===== src/rtl/aes64_mixcol_unit.sv =====
// aes64_mixcol_unit
//   Processes one AES round for a 64-bit half-state, which holds two columns.
//   Each column gets MixColumns, or the identity on the final round. The
//   result is then XORed with the round key. The unit works on one column
//   per cycle.
//
// Parameters
//   KEY_XOR    1: XOR the round key into the result; 0: ignore in_key
//
// Ports
//   clk        rising-edge clock
//   rst_n      asynchronous active-low reset
//   in_valid   in_data / in_key / in_last are valid
//   in_ready   unit can accept an input (IDLE, or DONE while out_ready)
//   in_data    state half: column0 = [31:0], column1 = [63:32], row r = byte r
//   in_key     round-key half, same layout as in_data
//   in_last    final round: MixColumns bypassed, key XOR still applied
//   out_valid  out_data holds a completed result
//   out_ready  consumer accepts out_data
//   out_data   registered result, same layout as in_data
module aes64_mixcol_unit #(
  parameter bit KEY_XOR = 1'b1
) (
  input  logic        clk,
  input  logic        rst_n,
  input  logic        in_valid,
  output logic        in_ready,
  input  logic [63:0] in_data,
  input  logic [63:0] in_key,
  input  logic        in_last,
  output logic        out_valid,
  input  logic        out_ready,
  output logic [63:0] out_data
);

  localparam logic [1:0] IDLE = 2'd0;
  localparam logic [1:0] COL0 = 2'd1;
  localparam logic [1:0] COL1 = 2'd2;
  localparam logic [1:0] DONE = 2'd3;

  logic [1:0]  state;
  logic [63:0] data_q;
  logic [63:0] key_q;
  logic        last_q;
  logic        accept;
  logic [31:0] col_in;
  logic [31:0] key_col;
  logic [31:0] col_res;

  // GF(2^8) multiply by 2 with reduction by the AES polynomial
  function automatic logic [7:0] xtime(input logic [7:0] b);
    return {b[6:0], 1'b0} ^ (b[7] ? 8'h1B : 8'h00);
  endfunction

  function automatic logic [31:0] mixcol(input logic [31:0] c);
    logic [7:0] b0, b1, b2, b3;
    logic [7:0] r0, r1, r2, r3;
    b0 = c[7:0];
    b1 = c[15:8];
    b2 = c[23:16];
    b3 = c[31:24];
    r0 = xtime(b0) ^ (xtime(b1) ^ b1) ^ b2 ^ b3;
    r1 = b0 ^ xtime(b1) ^ (xtime(b2) ^ b2) ^ b3;
    r2 = b0 ^ b1 ^ xtime(b2) ^ (xtime(b3) ^ b3);
    r3 = (xtime(b0) ^ b0) ^ b1 ^ b2 ^ xtime(b3);
    return {r3, r2, r1, r0};
  endfunction

  always_comb begin
    in_ready = 1'b0;
    case (state)
      IDLE:    in_ready = 1'b1;
      DONE:    in_ready = out_ready;
      default: in_ready = 1'b0;
    endcase
  end

  assign out_valid = (state == DONE);
  assign accept    = in_valid && in_ready;

  // One shared column datapath; the state selects which column it processes.
  always_comb begin
    col_in  = (state == COL1) ? data_q[63:32] : data_q[31:0];
    key_col = (state == COL1) ? key_q[63:32]  : key_q[31:0];
    col_res = (last_q ? col_in : mixcol(col_in)) ^ key_col;
  end

  always_ff @(posedge clk or negedge rst_n) begin
    if (!rst_n) begin
      state    <= IDLE;
      data_q   <= '0;
      key_q    <= '0;
      last_q   <= 1'b0;
      out_data <= '0;
    end else begin
      case (state)
        IDLE: begin
          if (accept) state <= COL0;
        end
        COL0: begin
          out_data[31:0] <= col_res;
          state          <= COL1;
        end
        COL1: begin
          out_data[63:32] <= col_res;
          state           <= DONE;
        end
        default: begin
          if (out_ready) state <= in_valid ? COL0 : IDLE;
        end
      endcase
      if (accept) begin
        data_q <= in_data;
        key_q  <= KEY_XOR ? in_key : '0;
        last_q <= in_last;
      end
    end
  end

endmodule

===== config.mk =====
export PLATFORM = sky130hd
export DESIGN_NAME = aes64_mixcol_unit
export DESIGN_NICKNAME = d
export VERILOG_FILES = /design/src/rtl/aes64_mixcol_unit.sv
export SDC_FILE = /design/constraint.sdc
export NUM_CORES = 1
export LEC_CHECK = 0
export BUFFER_PORTS_ARGS = -buffer_cell sky130_fd_sc_hd__buf_2
export CAP_MARGIN = 25
export CORE_ASPECT_RATIO = 2
export CORE_MARGIN = 4
export CORE_UTILIZATION = 45
export DETAILED_ROUTE_END_ITERATION = 10
export GPL_ROUTABILITY_DRIVEN = 0
export PLACE_DENSITY_LB_ADDON = 0.3
export SLEW_MARGIN = 20
export SYNTH_ARGS = -nofsm -noshare
export SYNTH_HDL_FRONTEND = slang
export SYNTH_SLANG_ARGS = --single-unit

===== constraint.sdc =====
create_clock -name clk -period 6.4 [get_ports clk]
set_input_delay 0.32 -clock clk [delete_from_list [all_inputs] [get_ports clk]]
set_output_delay 0.32 -clock clk [all_outputs]
set_load 0.005 [all_outputs]

# Word-level counts from Yosys, hierarchy flattened
# Index checks and enable logic that the tools add are counted.
[totals]
reg_bits = 195
elab_cells = 47
out_inout_bits = 66
in_bits = 133
[classes]
reduce_logical = 4
mux = 12
bitwise_logic = 21
n_eq_ne = 4
[op_table]
columns = ["operator", "n"]
rows = [
  ["$xor A8 B8 Y8", 16],
  ["$mux W32", 3],
  ["$xor A32 B32 Y32", 1],
  ["$xor A8 B5 Y8", 4],
  ["$mux W5", 4],
  ["$pmux W2 S3", 1],
  ["$eq A2 B2 Y1 const B", 2],
  ["$mux W2", 2],
  ["$reduce_bool A4 Y1", 1],
  ["$eq A2 B1 Y1 const B", 1],
  ["$logic_not A2 Y1", 1],
  ["$ne A2 B2 Y1 const B", 1],
  ["$pmux W1 S2", 1],
  ["$reduce_and A2 Y1", 1],
  ["$logic_and A1 B1 Y1", 1],
  ["$mux W1", 1],
]

# Depth between registers and ports, before layout
[depth]
depth_word = 10
mapped_depth = 13

# Worst setup path after synthesis
# Ideal clock, no wire load.
[synth_path]
path_type = "register -> register"
startpoint = "register state[0]"
endpoint = "register out_data[1]"
period_less_slack_ps = 2418
t_arrival_ps = 2331
setup_time_ps = 87
slack_ps = 3982
path_stages_with_launch = 11
path_buffers = 2
path_cell_list = "dfrtp_1 inv_1 ha_1 buf_6 inv_6 buf_12 mux2i_1 xor2_1 mux2i_1 or4b_1 o211ai_1"
[synth_via]
elab_chain_cells = 10
elab_cells_between_ends = 14
cone_classes = "eq/ne (2); mux (5); bitwise (7)"
[synth_rtl]
columns = ["element", "line_no", "rtl"]
rows = [
  ["start: declaration", "41", "logic [1:0] state;"],
  ["start signal: assignment", "109", "if (out_ready) state <= in_valid ? COL0 : IDLE;"],
  ["$eq A2 B2 Y1", "83, 84", ""],
  ["$mux W32", "83", "col_in = (state == COL1) ? data_q[63:32] : data_q[31:0];"],
  ["$mux W5", "52", "return {b[6:0], 1'b0} ^ (b[7] ? 8'h1B : 8'h00);"],
  ["$xor A8 B5 Y8", "52", ""],
  ["$xor A8 B8 Y8 (4 in series)", "62", "r0 = xtime(b0) ^ (xtime(b1) ^ b1) ^ b2 ^ b3;"],
  ["$mux W32", "85", "col_res = (last_q ? col_in : mixcol(col_in)) ^ key_col;"],
  ["$xor A32 B32 Y32", "85", ""],
  ["end signal: assignment", "101", "out_data[31:0] <= col_res;"],
  ["end: declaration", "33", "output logic [63:0] out_data"],
]
# Several ways; a longest one is shown, not always the timed one.
# A chain may end at the register's enable or synchronous reset.

# Final worst setup path
[layout_path]
startpoint = "register state[0]"
endpoint = "register out_data[14]"
[layout_via]
elab_chain_cells = 8
elab_cells_between_ends = 12
cone_classes = "eq/ne (2); mux (3); bitwise (7)"
[layout_rtl]
columns = ["element", "line_no", "rtl"]
rows = [
  ["$eq A2 B2 Y1", "83, 84", ""],
  ["$mux W32", "83", ""],
  ["$xor A8 B5 Y8", "52", ""],
  ["$xor A8 B8 Y8 (3 in series)", "63", "r1 = b0 ^ xtime(b1) ^ (xtime(b2) ^ b2) ^ b3;"],
  ["$mux W32", "85", ""],
  ["$xor A32 B32 Y32", "85", ""],
]
# Several ways; a longest one is shown, not always the timed one.

==> results.json <==
{
  "holdCritStartpoint": "in_key[4]",
  "die_area_mm2": 0.02838,
  "cp.arrival_ns": 3.64,
  "track_usage_pct": 21.66,
  "multi_input_area_mm2": 0.006221,
  "async_flop_share_pct": 100.0,
  "synthFlopType": "dfrtp_1",
  "core_mm2": 0.02514,
  "synth_edf_count": 0,
  "ctsResizeCount": 0,
  "antenna-diode-count": 0,
  "yosys_warnings": 0,
  "synth_simple_gate_area_share_pct": 5.735,
  "viasPerCell": 5.268,
  "grt_pass1_wl_um": 46290,
  "num_vias": 7702,
  "fin_worst_skew_ns": 0.01125,
  "synth.distinct_cells": 45,
  "drt_first_pass_iters": 4,
  "synthMuxAreaShare_pct": 24.75,
  "clockBufferDepth": 2,
  "reg2reg_slack_ns": 3.09,
  "hold_path_depth": 3,
  "pre_cts_ws_ns": 3.114,
  "r2r-end": "out_data[14]",
  "drtIter0Drc": 339,
  "synth_top_area_cell": "dfrtp_1",
  "synth_top_area_share_pct": 42.36,
  "seqCellArea_mm2": 0.004881,
  "yosys-top-cells-area": "dfrtp_1 42%, mux2_2 15%, mux2i_1 8.9%, xnor3_1 8.0%, xor2_1 6.1%",
  "cts.reportedPaths.clkPinSlew_ns": 0.07,
  "antenna_found_initial": 0,
  "drive_gt1_share_pct": 35.26,
  "final_nets": 1251,
  "required_ns": 6.73,
  "h-tree-depth": 4,
  "grt_max_degree": 123,
  "syn_area_per_cell_um2": 11.96,
  "synth_xor_xnor_area_share_pct": 17.70,
  "synth_nets": 1101,
  "rsz0062_at_grt": "no",
  "cts_sinks": 195,
  "insertion_delay_ns": 0.45,
  "synthAdderAreaFrac_pct": 0.5431,
  "wl_per_cell_um": 20.50,
  "cap_violations": 0,
  "drv_slew": 0,
  "reg2regPathDepth": 8,
  "min_period_ns": 3.305,
  "hold_violations": 0,
  "portBuffers": 198,
  "hold_class": "in2reg",
  "pin_count": 199,
  "reg2reg_from": "state[0]",
  "drc_errors": 0,
  "fmax_mhz": 302.6,
  "holdPathEnd": "key_q[4]",
  "synth_compound_area_share_pct": 5.137,
  "start_util_pct": 45.83,
  "critical_path.max_fanout": 27,
  "timing.final.ws_setup_ns": 3.095,
  "synthCells": 963,
  "ys_seq_area_share_pct": 42.36,
  "post_dp_cell_area_mm2": 0.01261,
  "ys_seq_elements": 195,
  "grt_pass1_vias": 8034,
  "die-width_um": 121.1,
  "die_h_um": 234.3,
  "design_area_mm2": 0.01324,
  "wl_um": 29980,
  "fillCellCount": 2280,
  "finalSetupTns_ns": 0,
  "status": "finished clean",
  "crit_type": "reg2reg",
  "start_kind": "flip-flop",
  "cts_root_buf": "clkbuf_16",
  "areaGrowthSynthToFinish_pct": 14.89,
  "setup_viol": 0,
  "syn_area_mm2": 0.01152,
  "hpwl_um": 22350,
  "cts_setup_buffers": 0,
  "ant_nets": 0,
  "fin_crit_sh_pct": 51.64,
  "worst_slew_pin_slew_ns": 1.036,
  "cp-end-kind": "flip-flop",
  "rows": 82,
  "cts-buffers-inserted": 17,
  "cts_tree": "done",
  "slew_headroom_pct": 30.96,
  "synth_top_family_by_area": "multiplexers",
  "grt_overflow_total": 0
}
-- registers in the layout (all words and copies together) (netlist names) --
signal and count:
data_q 64, key_q 64, out_data 64, state 2, last_q 1
-- worst max-delay path: stages, from the launching register on --
cell and delay, ns:
dfrtp_1 0.42, inv_1 0.17, ha_4 0.44, buf_4 0.46, mux2i_1 0.47, xnor3_1 0.39
o21ai_0 0.36, xor2_1 0.15, mux2_2 0.29
-- through the flow --
step / std cells / hold slack [ns] / utilization, %
after detailed placement: 1427 / 0.4752 / 50.18
after floorplan: 963 / 0.02441 / -
after global routing: 1462 / 0.07428 / 52.65
final: 1462 / 0.07419 / 52.65
after global placement: 1427 / 0.4685 / 50.18
after CTS: 1459 / 0.03240 / 52.42
-- final cells by class --
cell class,count,share of cell area (%)
Sequential cell,195,36.88
Timing Repair Buffer,206,8.272
Clock inverter,11,0.8603
Multi-Input combinational cell,680,47.00
Clock buffer,21,3.403
Inverter,13,0.4065
Tap cell,336,3.176
-- cell usage after synthesis (3+ instances only) --
master	instances
a211o_1	6
mux2_2	154
buf_6	4
o21ai_1	13
nor2_1	51
and2_1	6
buf_4	8
nand2_1	57
nand3b_1	8
mux2i_1	103
inv_1	12
a21oi_1	28
xnor2_1	42
buf_1	5
ha_1	5
xor2_1	80
clkbuf_1	39
nor3_1	11
o211ai_1	9
dfrtp_1	195
o21a_1	7
o21ai_0	22
mux2i_2	3
xnor3_1	41
buf_2	18
nand3_1	7
-- per-layer routing --
layer  GRT usage [%]  vias to the layer above  share of wire [%]
met3           4.490                       56                4.3
li1                -                     3631                  -
met4           10.10                        0                4.1
met2           38.66                      183                 53
met5               0                        -                  0
met1           24.60                     3832                 38
-- logic make-up (layout without fill, tap and decap cells) --
logic type               count (synthesis)  in the layout
AND/OR/NAND/NOR                        150            150
adder cells (fa/ha/maj)                  5              5
AO/OA/AOI/OAI                           98             98
flip-flops                             195            195
XOR/XNOR                               165            165
buffers and inverters                   88            251
multiplexers                           262            262
-- worst max-delay path by stage --
| stage | startpoint | end |
|---|---|---|
| finish | state[0] | out_data[14] |
| global route | state[0] | data_q[5] |
| CTS | state[0] | out_data[15] |
| detailed placement | state[0] | out_data[15] |
| global placement | state[0] | out_data[15] |
| floorplan | state[0] | out_data[1] |
-- repair_timing --
item | 4_1_cts | 5_1_grt
setup endpoints to repair | 0 | 0
hold buffers | 0 | 1
hold endpoints to repair | 0 | 50
-- layout by cell type (no fill, tap or decap), types with 8 or more instances in the layout --
| master | synthesis | final |
|---|---|---|
| a21oi_1 | 28 | 28 |
| buf_2 | 18 | 197 |
| clkbuf_16 | 0 | 17 |
| dfrtp_1 | 195 | 194 |
| inv_1 | 12 | 12 |
| mux2_2 | 154 | 154 |
| mux2i_1 | 103 | 103 |
| nand2_1 | 57 | 57 |
| nand3b_1 | 8 | 8 |
| nor2_1 | 51 | 51 |
| nor3_1 | 11 | 11 |
| o211ai_1 | 9 | 9 |
| o21ai_0 | 22 | 22 |
| o21ai_1 | 13 | 13 |
| xnor2_1 | 42 | 42 |
| xnor3_1 | 41 | 41 |
| xor2_1 | 80 | 80 |
Power is left out: the tool's default activity adds up to more than one toggle a clock period on the data nets, which glitch-free logic cannot reach.
